$ cat src/rtl/fetch_unit_pkg.sv
// ---------------------------------------------------------------------------
// fetch_unit_pkg
// Shared definitions for the instruction fetch slice: instruction width,
// PC increment, NOP encoding, the buffered entry layout and a PC alignment
// helper. Imported by the interface and the fetch unit top.
// ---------------------------------------------------------------------------
package fetch_unit_pkg;

    localparam int                INST_W   = 32;
    localparam logic [31:0]       PC_INC   = 32'd4;
    localparam logic [INST_W-1:0] NOP_INST = 32'h0000_0013;

    // One instruction buffer entry: fetched word plus the address it came from.
    typedef struct packed {
        logic [INST_W-1:0] data;
        logic [31:0]       pc;
    } fetch_entry_t;

    // Force a PC onto a word boundary.
    function automatic logic [31:0] align_pc(input logic [31:0] pc);
        return {pc[31:2], 2'b00};
    endfunction

endpackage

$ cat src/rtl/fetch_unit_if.sv
// ---------------------------------------------------------------------------
// fetch_unit_if
// Bundles every handshake/bus signal of the fetch unit:
//   imem_req_*   request channel to instruction memory (valid/ready/addr)
//   imem_resp_*  in-order response channel from memory (never back-pressured)
//   redirect_*   one-cycle control-flow redirect from the back end
//   inst_*       instruction channel to decode (valid/ready/data/pc)
// modport master : the fetch unit side
// modport slave  : the environment (memory + core) side
// ---------------------------------------------------------------------------
interface fetch_unit_if;
    import fetch_unit_pkg::*;

    logic              imem_req_valid;
    logic              imem_req_ready;
    logic [31:0]       imem_req_addr;
    logic              imem_resp_valid;
    logic [INST_W-1:0] imem_resp_data;
    logic              redirect_valid;
    logic [31:0]       redirect_pc;
    logic              inst_valid;
    logic              inst_ready;
    logic [INST_W-1:0] inst_data;
    logic [31:0]       inst_pc;

    modport master (
        output imem_req_valid, imem_req_addr,
        input  imem_req_ready,
        input  imem_resp_valid, imem_resp_data,
        input  redirect_valid, redirect_pc,
        output inst_valid, inst_data, inst_pc,
        input  inst_ready
    );

    modport slave (
        input  imem_req_valid, imem_req_addr,
        output imem_req_ready,
        output imem_resp_valid, imem_resp_data,
        output redirect_valid, redirect_pc,
        input  inst_valid, inst_data, inst_pc,
        output inst_ready
    );

endinterface

$ cat src/rtl/fetch_fifo.sv
// ---------------------------------------------------------------------------
// fetch_fifo
// Small synchronous FIFO, DEPTH x WIDTH, with push/pop/flush and an
// occupancy count. The head entry is read straight out of registered
// storage so consumers see no combinational path from push_data.
// Ports:
//   clk, reset       clock, asynchronous active-high reset
//   flush            empty the FIFO next cycle (wins over push/pop)
//   push, push_data  write an entry (ignored when full)
//   pop              drop the head entry (ignored when empty)
//   head_data        current head entry
//   count            number of valid entries (0..DEPTH)
//   full, empty      count == DEPTH / count == 0
// ---------------------------------------------------------------------------
module fetch_fifo #(
    parameter  int DEPTH = 2,
    parameter  int WIDTH = 64,
    localparam int PTR_W = $clog2(DEPTH),
    localparam int CNT_W = PTR_W + 1
) (
    input  logic             clk,
    input  logic             reset,
    input  logic             flush,
    input  logic             push,
    input  logic [WIDTH-1:0] push_data,
    input  logic             pop,
    output logic [WIDTH-1:0] head_data,
    output logic [CNT_W-1:0] count,
    output logic             full,
    output logic             empty
);

    logic [WIDTH-1:0] mem_reg [DEPTH];
    logic [PTR_W-1:0] wr_ptr_reg;
    logic [PTR_W-1:0] rd_ptr_reg;
    logic [CNT_W-1:0] count_reg;
    logic             do_push;
    logic             do_pop;

    assign full    = (count_reg == CNT_W'(DEPTH));
    assign empty   = (count_reg == '0);
    assign do_push = push && !full && !flush;
    assign do_pop  = pop && !empty && !flush;

    // DEPTH is a power of two, so the pointers wrap naturally.
    always_ff @(posedge clk or posedge reset) begin
        if (reset) begin
            wr_ptr_reg <= '0;
            rd_ptr_reg <= '0;
            count_reg  <= '0;
        end else if (flush) begin
            wr_ptr_reg <= '0;
            rd_ptr_reg <= '0;
            count_reg  <= '0;
        end else begin
            if (do_push) wr_ptr_reg <= wr_ptr_reg + PTR_W'(1);
            if (do_pop)  rd_ptr_reg <= rd_ptr_reg + PTR_W'(1);
            count_reg <= count_reg + CNT_W'(do_push) - CNT_W'(do_pop);
        end
    end

    // Storage needs no reset; entries are only observed once written.
    always_ff @(posedge clk) begin
        if (do_push) mem_reg[wr_ptr_reg] <= push_data;
    end

    assign head_data = mem_reg[rd_ptr_reg];
    assign count     = count_reg;

endmodule

$ cat src/rtl/fetch_unit.sv
// ---------------------------------------------------------------------------
// fetch_unit
// Instruction fetch front end. Issues word-aligned fetches from fetch_pc,
// tags each accepted request with its PC, buffers in-order responses and
// presents them to decode. A redirect flushes the buffer, retargets
// fetch_pc and discards every response still in flight for the old path.
// Parameters:
//   RESET_PC  first fetch address after reset
//   DEPTH     instruction buffer entries = max outstanding requests (2^n, >=2)
// Ports:
//   clk    single clock, all state on the rising edge
//   reset  asynchronous active-high reset
//   bus    fetch_unit_if.master (memory request/response, redirect, decode)
// ---------------------------------------------------------------------------
module fetch_unit
    import fetch_unit_pkg::*;
#(
    parameter logic [31:0] RESET_PC = 32'h0000_0000,
    parameter int          DEPTH    = 2
) (
    input  logic          clk,
    input  logic          reset,
    fetch_unit_if.master  bus
);

    localparam int               CNT_W       = $clog2(DEPTH) + 1;
    localparam logic [CNT_W:0]   DEPTH_LIMIT = (CNT_W + 1)'(DEPTH);

    logic [31:0]      fetch_pc_reg, fetch_pc_next;
    logic [CNT_W-1:0] drop_cnt_reg, drop_cnt_next;

    logic [CNT_W-1:0] outstanding;
    logic [CNT_W-1:0] occupancy;
    logic [CNT_W:0]   inflight;
    logic             req_fire;
    logic             deq;
    logic             drop_resp;
    logic             buf_push;
    logic             buf_pop;
    logic             buf_full;
    logic             buf_empty;
    logic             tag_full;
    logic             tag_empty;
    logic [31:0]      resp_pc;
    fetch_entry_t     push_entry;
    fetch_entry_t     head_entry;

    assign req_fire = bus.imem_req_valid && bus.imem_req_ready;
    assign deq      = bus.inst_valid && bus.inst_ready;

    // Slots already committed: requests in flight plus buffered entries,
    // less the one decode takes this cycle. Keeping this below DEPTH means
    // every response always has a buffer slot waiting for it.
    assign inflight = {1'b0, outstanding} + {1'b0, occupancy}
                    - {{CNT_W{1'b0}}, deq};

    // Gated by reset directly so the request drops the instant reset asserts.
    assign bus.imem_req_valid = !reset && !bus.redirect_valid
                              && (inflight < DEPTH_LIMIT);
    assign bus.imem_req_addr  = fetch_pc_reg;

    // Responses belonging to the abandoned path: anything arriving with a
    // redirect, and the drop_cnt responses still in flight from before it.
    assign drop_resp  = bus.redirect_valid || (drop_cnt_reg != '0);
    assign buf_push   = bus.imem_resp_valid && !drop_resp;
    assign buf_pop    = deq && !bus.redirect_valid;
    assign push_entry = '{data: bus.imem_resp_data, pc: resp_pc};

    // PC tags, one per accepted request, retired by every response
    // (kept or dropped). Its count is the outstanding-request count, and it
    // is never flushed: stale tags drain with the dropped responses.
    fetch_fifo #(
        .DEPTH (DEPTH),
        .WIDTH (32)
    ) u_tag_fifo (
        .clk       (clk),
        .reset     (reset),
        .flush     (1'b0),
        .push      (req_fire),
        .push_data (fetch_pc_reg),
        .pop       (bus.imem_resp_valid),
        .head_data (resp_pc),
        .count     (outstanding),
        .full      (tag_full),
        .empty     (tag_empty)
    );

    fetch_fifo #(
        .DEPTH (DEPTH),
        .WIDTH ($bits(fetch_entry_t))
    ) u_inst_buf (
        .clk       (clk),
        .reset     (reset),
        .flush     (bus.redirect_valid),
        .push      (buf_push),
        .push_data (push_entry),
        .pop       (buf_pop),
        .head_data (head_entry),
        .count     (occupancy),
        .full      (buf_full),
        .empty     (buf_empty)
    );

    assign bus.inst_valid = !buf_empty;
    assign bus.inst_data  = bus.inst_valid ? head_entry.data : '0;
    assign bus.inst_pc    = bus.inst_valid ? head_entry.pc   : '0;

    always_comb begin
        fetch_pc_next = fetch_pc_reg;
        drop_cnt_next = drop_cnt_reg;
        if (bus.redirect_valid) begin
            fetch_pc_next = align_pc(bus.redirect_pc);
            // Every request still in flight after this cycle is stale.
            drop_cnt_next = outstanding - CNT_W'(bus.imem_resp_valid);
        end else begin
            if (req_fire) begin
                fetch_pc_next = fetch_pc_reg + PC_INC;
            end
            if (bus.imem_resp_valid && (drop_cnt_reg != '0)) begin
                drop_cnt_next = drop_cnt_reg - CNT_W'(1);
            end
        end
    end

    always_ff @(posedge clk or posedge reset) begin
        if (reset) begin
            fetch_pc_reg <= align_pc(RESET_PC);
            drop_cnt_reg <= '0;
        end else begin
            fetch_pc_reg <= fetch_pc_next;
            drop_cnt_reg <= drop_cnt_next;
        end
    end

    a_no_buf_overflow: assert property (@(posedge clk) disable iff (reset)
        !(buf_push && buf_full));
    a_no_tag_overflow: assert property (@(posedge clk) disable iff (reset)
        !(req_fire && tag_full));
    a_no_stray_resp: assert property (@(posedge clk) disable iff (reset)
        !(bus.imem_resp_valid && tag_empty));

endmodule

$ cat src/flat_wrapper.sv
// flat-port wrapper written by rule: the top's interface ports become plain ports
module fetch_unit_flat import fetch_unit_pkg::*;
#(
    parameter logic [31:0] RESET_PC = 32'h0000_0000,
    parameter int          DEPTH    = 2
)
  (clk, reset, bus_imem_req_valid, bus_imem_req_addr, bus_imem_req_ready, bus_imem_resp_valid, bus_imem_resp_data, bus_redirect_valid, bus_redirect_pc, bus_inst_valid, bus_inst_data, bus_inst_pc, bus_inst_ready);
  fetch_unit_if bus_i ();
  input  logic clk;
  input  logic reset;
  output wire logic [$bits(bus_i.imem_req_valid)-1:0] bus_imem_req_valid;
  output wire logic [$bits(bus_i.imem_req_addr)-1:0] bus_imem_req_addr;
  input wire logic [$bits(bus_i.imem_req_ready)-1:0] bus_imem_req_ready;
  input wire logic [$bits(bus_i.imem_resp_valid)-1:0] bus_imem_resp_valid;
  input wire logic [$bits(bus_i.imem_resp_data)-1:0] bus_imem_resp_data;
  input wire logic [$bits(bus_i.redirect_valid)-1:0] bus_redirect_valid;
  input wire logic [$bits(bus_i.redirect_pc)-1:0] bus_redirect_pc;
  output wire logic [$bits(bus_i.inst_valid)-1:0] bus_inst_valid;
  output wire logic [$bits(bus_i.inst_data)-1:0] bus_inst_data;
  output wire logic [$bits(bus_i.inst_pc)-1:0] bus_inst_pc;
  input wire logic [$bits(bus_i.inst_ready)-1:0] bus_inst_ready;
  assign bus_imem_req_valid = bus_i.imem_req_valid;
  assign bus_imem_req_addr = bus_i.imem_req_addr;
  assign bus_i.imem_req_ready = bus_imem_req_ready;
  assign bus_i.imem_resp_valid = bus_imem_resp_valid;
  assign bus_i.imem_resp_data = bus_imem_resp_data;
  assign bus_i.redirect_valid = bus_redirect_valid;
  assign bus_i.redirect_pc = bus_redirect_pc;
  assign bus_inst_valid = bus_i.inst_valid;
  assign bus_inst_data = bus_i.inst_data;
  assign bus_inst_pc = bus_i.inst_pc;
  assign bus_i.inst_ready = bus_inst_ready;
  fetch_unit #(.RESET_PC(RESET_PC), .DEPTH(DEPTH)) u_core (.clk(clk), .reset(reset), .bus(bus_i));
endmodule
$ cat config.mk
export PLATFORM = sky130hd
export DESIGN_NAME = fetch_unit_flat
export DESIGN_NICKNAME = d
export VERILOG_FILES = /design/src/rtl/fetch_unit_pkg.sv /design/src/rtl/fetch_unit_if.sv /design/src/rtl/fetch_fifo.sv /design/src/rtl/fetch_unit.sv /design/src/flat_wrapper.sv
export SDC_FILE = /design/constraint.sdc
export NUM_CORES = 1
export LEC_CHECK = 0
export CAP_MARGIN = 20
export CORE_UTILIZATION = 45
export CTS_BUF_LIST = sky130_fd_sc_hd__clkbuf_8
export DETAILED_ROUTE_END_ITERATION = 12
export PLACE_DENSITY = 0.7
export SLEW_MARGIN = 20
export SYNTH_ARGS = -nofsm -noshare
export SYNTH_HDL_FRONTEND = slang
export SYNTH_SLANG_ARGS = --single-unit
$ cat constraint.sdc
create_clock -name clk -period 7.7 [get_ports clk]
set_input_delay 1.155 -clock clk [delete_from_list [all_inputs] [get_ports clk]]
set_output_delay 1.155 -clock clk [all_outputs]
set_load 0.01 [all_outputs]
**After elaboration in Yosys (flattened, before gate mapping)**

Memory sizes are Yosys's and may differ from the RTL's.
Cells that the tools add are included.

- Bits in registers: 42
- Latch bits: 0
- Bits in writable memories: 192
- ROM bits: 0
- Input bits: 70
- Output and inout bits: 98
- Logic and storage cells: 69
- Memories: 2

Memories:

| name | depth | bits a word | rd ports | clocked after memory_dff | wr ports | RTL line | text |
|---|---|---|---|---|---|---|---|
| u_core.u_inst_buf.mem_reg | 2 | 64 | 1 | 0 | 1 | fetch_fifo.sv:33 | `logic [WIDTH-1:0] mem_reg [DEPTH];` |
| u_core.u_tag_fifo.mem_reg | 2 | 32 | 1 | 0 | 1 | fetch_fifo.sv:33 |  |

- Add/sub/neg operators: 13
- Multiply operators: 0
- Divide/modulo/power cells: 0
- Order comparisons: 1
- Equal/unequal tests: 2
- Shift operators: 0
- Muxes and demuxes: 15
- Bitwise gates (word level): 0
- Reductions and logical operators: 28

Operator list:

| cell | number |
|---|---|
| $mux 32 | 4 |
| $add 32x3->32 const B | 1 |
| $logic_and 1x1->1 | 13 |
| $reduce_bool 2->1 | 5 |
| $mux 1 | 8 |
| $logic_not 1->1 | 7 |
| $mux 2 | 3 |
| $sub 2x1->2 | 3 |
| $add 1x1->1 const B | 4 |
| $add 2x1->2 | 2 |
| $eq 2x2->1 const B | 2 |
| $logic_not 2->1 | 2 |
| $add 2x2->3 | 1 |
| $lt 3x2->1 const B | 1 |
| $sub 3x1->3 | 1 |
| $sub 2x1->2 const B | 1 |
| $logic_or 1x1->1 | 1 |

**Logic depth before layout (Yosys ltp)**

- Depth after elaboration: 10
- Gate-level depth with buffers: 16
- Mapped depth without buffers: 15

**By module**

From an unflattened synthesis, not the netlist that was laid out.

- Cell total of the unflattened synthesis: 660
- Area total of the unflattened synthesis: 10179.8 um2

By module, submodules not included:

| module | instances | cells each | area each (um2) | seq. area each (um2) |
|---|---|---|---|---|
| fetch_fifo at u_core.u_inst_buf | 1 | 226 | 5087.4 | 3943.8 |
| fetch_fifo at u_core.u_tag_fifo | 1 | 127 | 2598.7 | 2021.9 |
| fetch_unit | 1 | 307 | 2493.6 | 800.8 |

**Worst setup path before layout**

OpenSTA, ideal clock, no wires.

- Kind: input to register
- From: input port bus_inst_ready
- To: memory u_core.u_tag_fifo.mem_reg[0][10] (enable)
- Setup time: 417 ps
- Data arrival time: 4258 ps
- Required time: 7283 ps
- Setup slack: 3025 ps
- Cell stages on the path: 10
- Buffers on the path: 1
- Path through: nand2_1 -> inv_1 -> ha_1 -> nand2b_1 -> fa_1 -> nand4bb_4 -> nor2_1 -> buf_2 -> o21ai_0 -> nor2_1

- Longest elaborated chain between the ends: 8

RTL lines:

| element | RTL line | text |
|---|---|---|
| start: declaration | flat_wrapper.sv:21 | `input wire logic [$bits(bus_i.inst_ready)-1:0] bus_inst_ready;` |
| $logic_and 1x1->1 | fetch_unit.sv:49 | `assign deq = bus.inst_valid && bus.inst_ready;` |
| $sub 3x1->3 | fetch_unit.sv:55 | `- {{CNT_W{1'b0}}, deq};` |
| $lt 3x2->1 | fetch_unit.sv:59 | `&& (inflight < DEPTH_LIMIT);` |
| $logic_and 1x1->1 | fetch_unit.sv:59 |  |
| $logic_and 1x1->1 | fetch_unit.sv:48 | `assign req_fire = bus.imem_req_valid && bus.imem_req_ready;` |
| $logic_and 1x1->1 | fetch_fifo.sv:42 | `assign do_push = push && !full && !flush;` |
| $mux 1 | fetch_fifo.sv:64 | `if (do_push) mem_reg[wr_ptr_reg] <= push_data;` |
| $mux 1 (not written as such) | fetch_fifo.sv:64 |  |
| end: declaration | fetch_fifo.sv:33 |  |

Every way passes these cells.

**Worst setup path after layout**

- From: input port bus_redirect_valid
- To: output port bus_imem_req_valid

- Longest elaborated chain between the ends: 3

RTL lines:

| element | RTL line | text |
|---|---|---|
| start: declaration | flat_wrapper.sv:16 | `input wire logic [$bits(bus_i.redirect_valid)-1:0] bus_redirect_valid;` |
| $logic_not 1->1 | fetch_unit.sv:58 | `assign bus.imem_req_valid = !reset && !bus.redirect_valid` |
| $logic_and 1x1->1 | fetch_unit.sv:58 |  |
| $logic_and 1x1->1 | fetch_unit.sv:59 |  |
| end: declaration | flat_wrapper.sv:11 | `output wire logic [$bits(bus_i.imem_req_valid)-1:0] bus_imem_req_valid;` |

Every way passes these cells.

==> metrics.md <==
| Metric | Value |
|---|---|
| Status | `finished, final reports clean` |
| Area Overhead vs Synth | `26.55%` |
| Final setup fails | `0` |
| Tightest Hold Check Type | `flop to flop` |
| Post-synthesis register bit count | `224` |
| Final Hold Fails | `0` |
| Fin cells | `roughly 1100` |
| Clk_skew | `28.65 ps` |
| Final slew viol count | `0` |
| Post-synthesis sequential area ratio | `0.6855` |
| Final ANT Viol Nets | `0` |
| Drt first pass iters | `5` |
| Post_cts resized | `0` |
| Routed wl met3 | `about 1.4 mm` |
| Slew headroom | `0.3247` |
| CTS Root Cell | `clkbuf_8` |
| H-tree Lvls | `2` |
| Critical Path Source | `bus_redirect_valid` |
| Antenna violations before repair | `0` |
| Initial Util | `0.4645` |
| Number of port buffers | `161` |
| Highest routed layer | `met4` |
| I/O pin cnt | `168` |
| DRC | `0` |
| Worst Tran Pin Value | `roughly 1000 ps` |
| Post-CTS Setup Inserts | `0` |
| CP startpoint kind | `primary input` |
| Max cap viols | `0` |
| Die width | `147.5 um` |
| Met2 wire length | `10.21 mm` |
| Total die area | `between 0.02 and 0.025 mm2` |
| Final WL | `20.82 mm` |
| Ys flop type | `edfxtp_1` |
| CTS max path bufs | `3` |
| Required @ worst endpoint | `6550 ps` |
| Power per cell area | `282.4 mW/mm2` |
| Synth async-reset ratio | `0.1786` |
| Final worst path period share | `0.6589` |
| Placed instance area | `about 0.011 mm2` |
| DR vias | `6157` |
| Largest net degree at the start of global routing | `63` |
| M1 WL | `8.710 mm` |
| Critical Path AT | `roughly 4000 ps` |
| Lkg Pwr | `4.129 nW` |
| Final Cell Area | `0.01205 mm2` |
| Latest clock arrival within the worst-skew pair | `520 ps` |
| First-pass GRT wire length | `33.26 mm` |
| Iter 0 DRT Violations | `516` |
| Distinct cells, synth | `57` |
| Clock buffer count from CTS | `36` |
| CTS tree | `built` |
| Clk sinks | `224` |
| # diodes | `0` |
| Nets | `913` |
| Vias in the first global route | `6323` |
| Worst-case reg-to-reg path depth | `12` |
| Min cycle time layout | `5074 ps` |
| CORE AREA | `0.02049 mm2` |
| Routability cong. | `0.9061` |
| Synthesized area | `0.009520 mm2` |
| Post-synth EDFFs | `184` |
| HPWL after DPL | `13.18 mm` |
| Vias/cell | `roughly 5.5` |
| Worst IR Drop VDD | `0.0002100 V` |
| Tot GR Track Use | `0.1970` |
| Critical path capture point type | `output pin` |
| Die H | `147.5 um` |
| Worst-path fanout max | `22` |
| RR Startpoint | `u_core.u_inst_buf.count[0]` |
| Rows | `between 50 and 60` |
| CP endpoint | `bus_imem_req_valid` |
| Setup total negative slack | `0 ps` |
| Dpl cells | `1065` |
| Hold_buf cts | `0` |
| RSZ-0062 raised after global routing | `false` |
| Synth warn | `0` |
| Syn avg cell area | `approximately 14 um2` |
| FF-to-FF setup slack | `3310 ps` |
| Max reg flops | `124` |
| Kind of critical path | `primary input to output pin` |
| Reg-to-reg endpoint | `u_core.u_tag_fifo.mem_reg[1][27]` |
| Reg clk slew, reported paths | `60 ps` |
| Layout cell share with drive strength beyond 1 | `0.1212` |
| Grt ovf | `0` |
| Post-DR wirelength/cell | `around 18 um` |
| Fmax | `197.1 MHz` |
| Post-Synthesis Cells | `657` |
## cell usage in the layout (no fill, tap or decap), types with 11 or more instances in the layout
cell             instances
edfxtp_1               184
dfrtp_1                 39
nand4_1                 12
clkdlybuf4s50_1        161
mux2_2                  31
clkbuf_8                38
o311ai_0                11
nand3_1                 18
nor2_1                  74
inv_1                   29
mux2i_1                 65
nand2_1                 37
## metrics by stage
stage	total power, mW	setup WS (ps)	hold slack [ps]	util
floorplan	2.096	3025	468.1	-
global placement	2.467	2593	458.5	0.5557
detailed placement	2.502	2452	466.5	0.5557
CTS	3.437	2660	479.0	0.5877
global route	3.574	2428	493.4	0.5879
finish	3.402	2626	479.9	0.5879
## cell type report
class	instances	area (um2)
fillers	1611	8447
clock buffers	38	523.0
clock inverters	25	132.6
well taps	270	337.8
flip-flops and latches	224	6530
multi-input cells	383	2778
inverters	18	67.56
repair buffers	170	1679
## where the power goes
part	internal (mW)	leakage [nW]	switching, mW	total [mW]
sequential	1.47	2.15	0.100	1.57
combinational	0.437	1.60	0.463	0.900
clock	0.490	0.377	0.441	0.931
total	2.40	4.13	1.00	3.40
## routing by layer
layer / GRT usage / vias up
met2: 0.3311 / 271
met4: 0.08144 / 0
met5: 0 / -
met3: 0.04691 / 38
li1: - / 2853
met1: 0.2448 / 2995
## cells in the mapped netlist, types with 5 or more instances
master    number  area, um2
nand4_1       12      75.07
o21ai_0        9      45.04
mux2_2        31      349.1
xnor2_1        8      70.07
nand3_1       18      90.09
or4_1          7      52.55
a21o_1         5      37.54
mux2i_1       65      650.6
o211ai_1       7      52.55
clkbuf_1      20      75.07
o311ai_0      11      96.34
dfrtp_1       40       1001
buf_4          5      37.54
a31oi_1        6      37.54
inv_1         17      63.81
nand2_1       37      138.9
nor4_1         9      56.30
a221o_1        6      60.06
nor3_1        10      50.05
nor2_1        79      296.5
edfxtp_1     184       5525
ha_1           9      112.6
## cells by family (layout without fill, tap and decap cells)
group | Yosys count | in the layout | share of synthesized area
and+or+nand+nor | 201 | 201 | 0.1087
buffers and inverters | 53 | 251 | 0.02720
muxes | 96 | 96 | 0.1050
DFF | 224 | 224 | 0.6855
other | 1 | 4 | 0.0003939
AOI/OAI and AO/OA | 60 | 60 | 0.04823
xor gates and xnor gates | 12 | 12 | 0.01104
adders and majority gates | 10 | 10 | 0.01393
## worst max-delay path, cell delays in order
cell and delay (ps):
clkdlybuf4s50_1 1010, buf_4 400, clkinv_1 500, and4_1 350, clkdlybuf4s50_1 480
## worst min path at each step
stage                                             from                            to  slack [ps]  depth (start not counted)
final                     u_core.u_tag_fifo.rd_ptr_reg  u_core.u_tag_fifo.rd_ptr_reg         480                          1
after global routing      u_core.u_tag_fifo.rd_ptr_reg  u_core.u_tag_fifo.rd_ptr_reg         490                          1
after CTS                 u_core.u_tag_fifo.rd_ptr_reg  u_core.u_tag_fifo.rd_ptr_reg         480                          1
after detailed placement  u_core.u_tag_fifo.rd_ptr_reg  u_core.u_tag_fifo.rd_ptr_reg         470                          1
after global placement    u_core.u_tag_fifo.rd_ptr_reg  u_core.u_tag_fifo.rd_ptr_reg         460                          1
after floorplan           u_core.u_tag_fifo.wr_ptr_reg  u_core.u_tag_fifo.wr_ptr_reg         470                          1
Power figures use the tool's default switching activity.
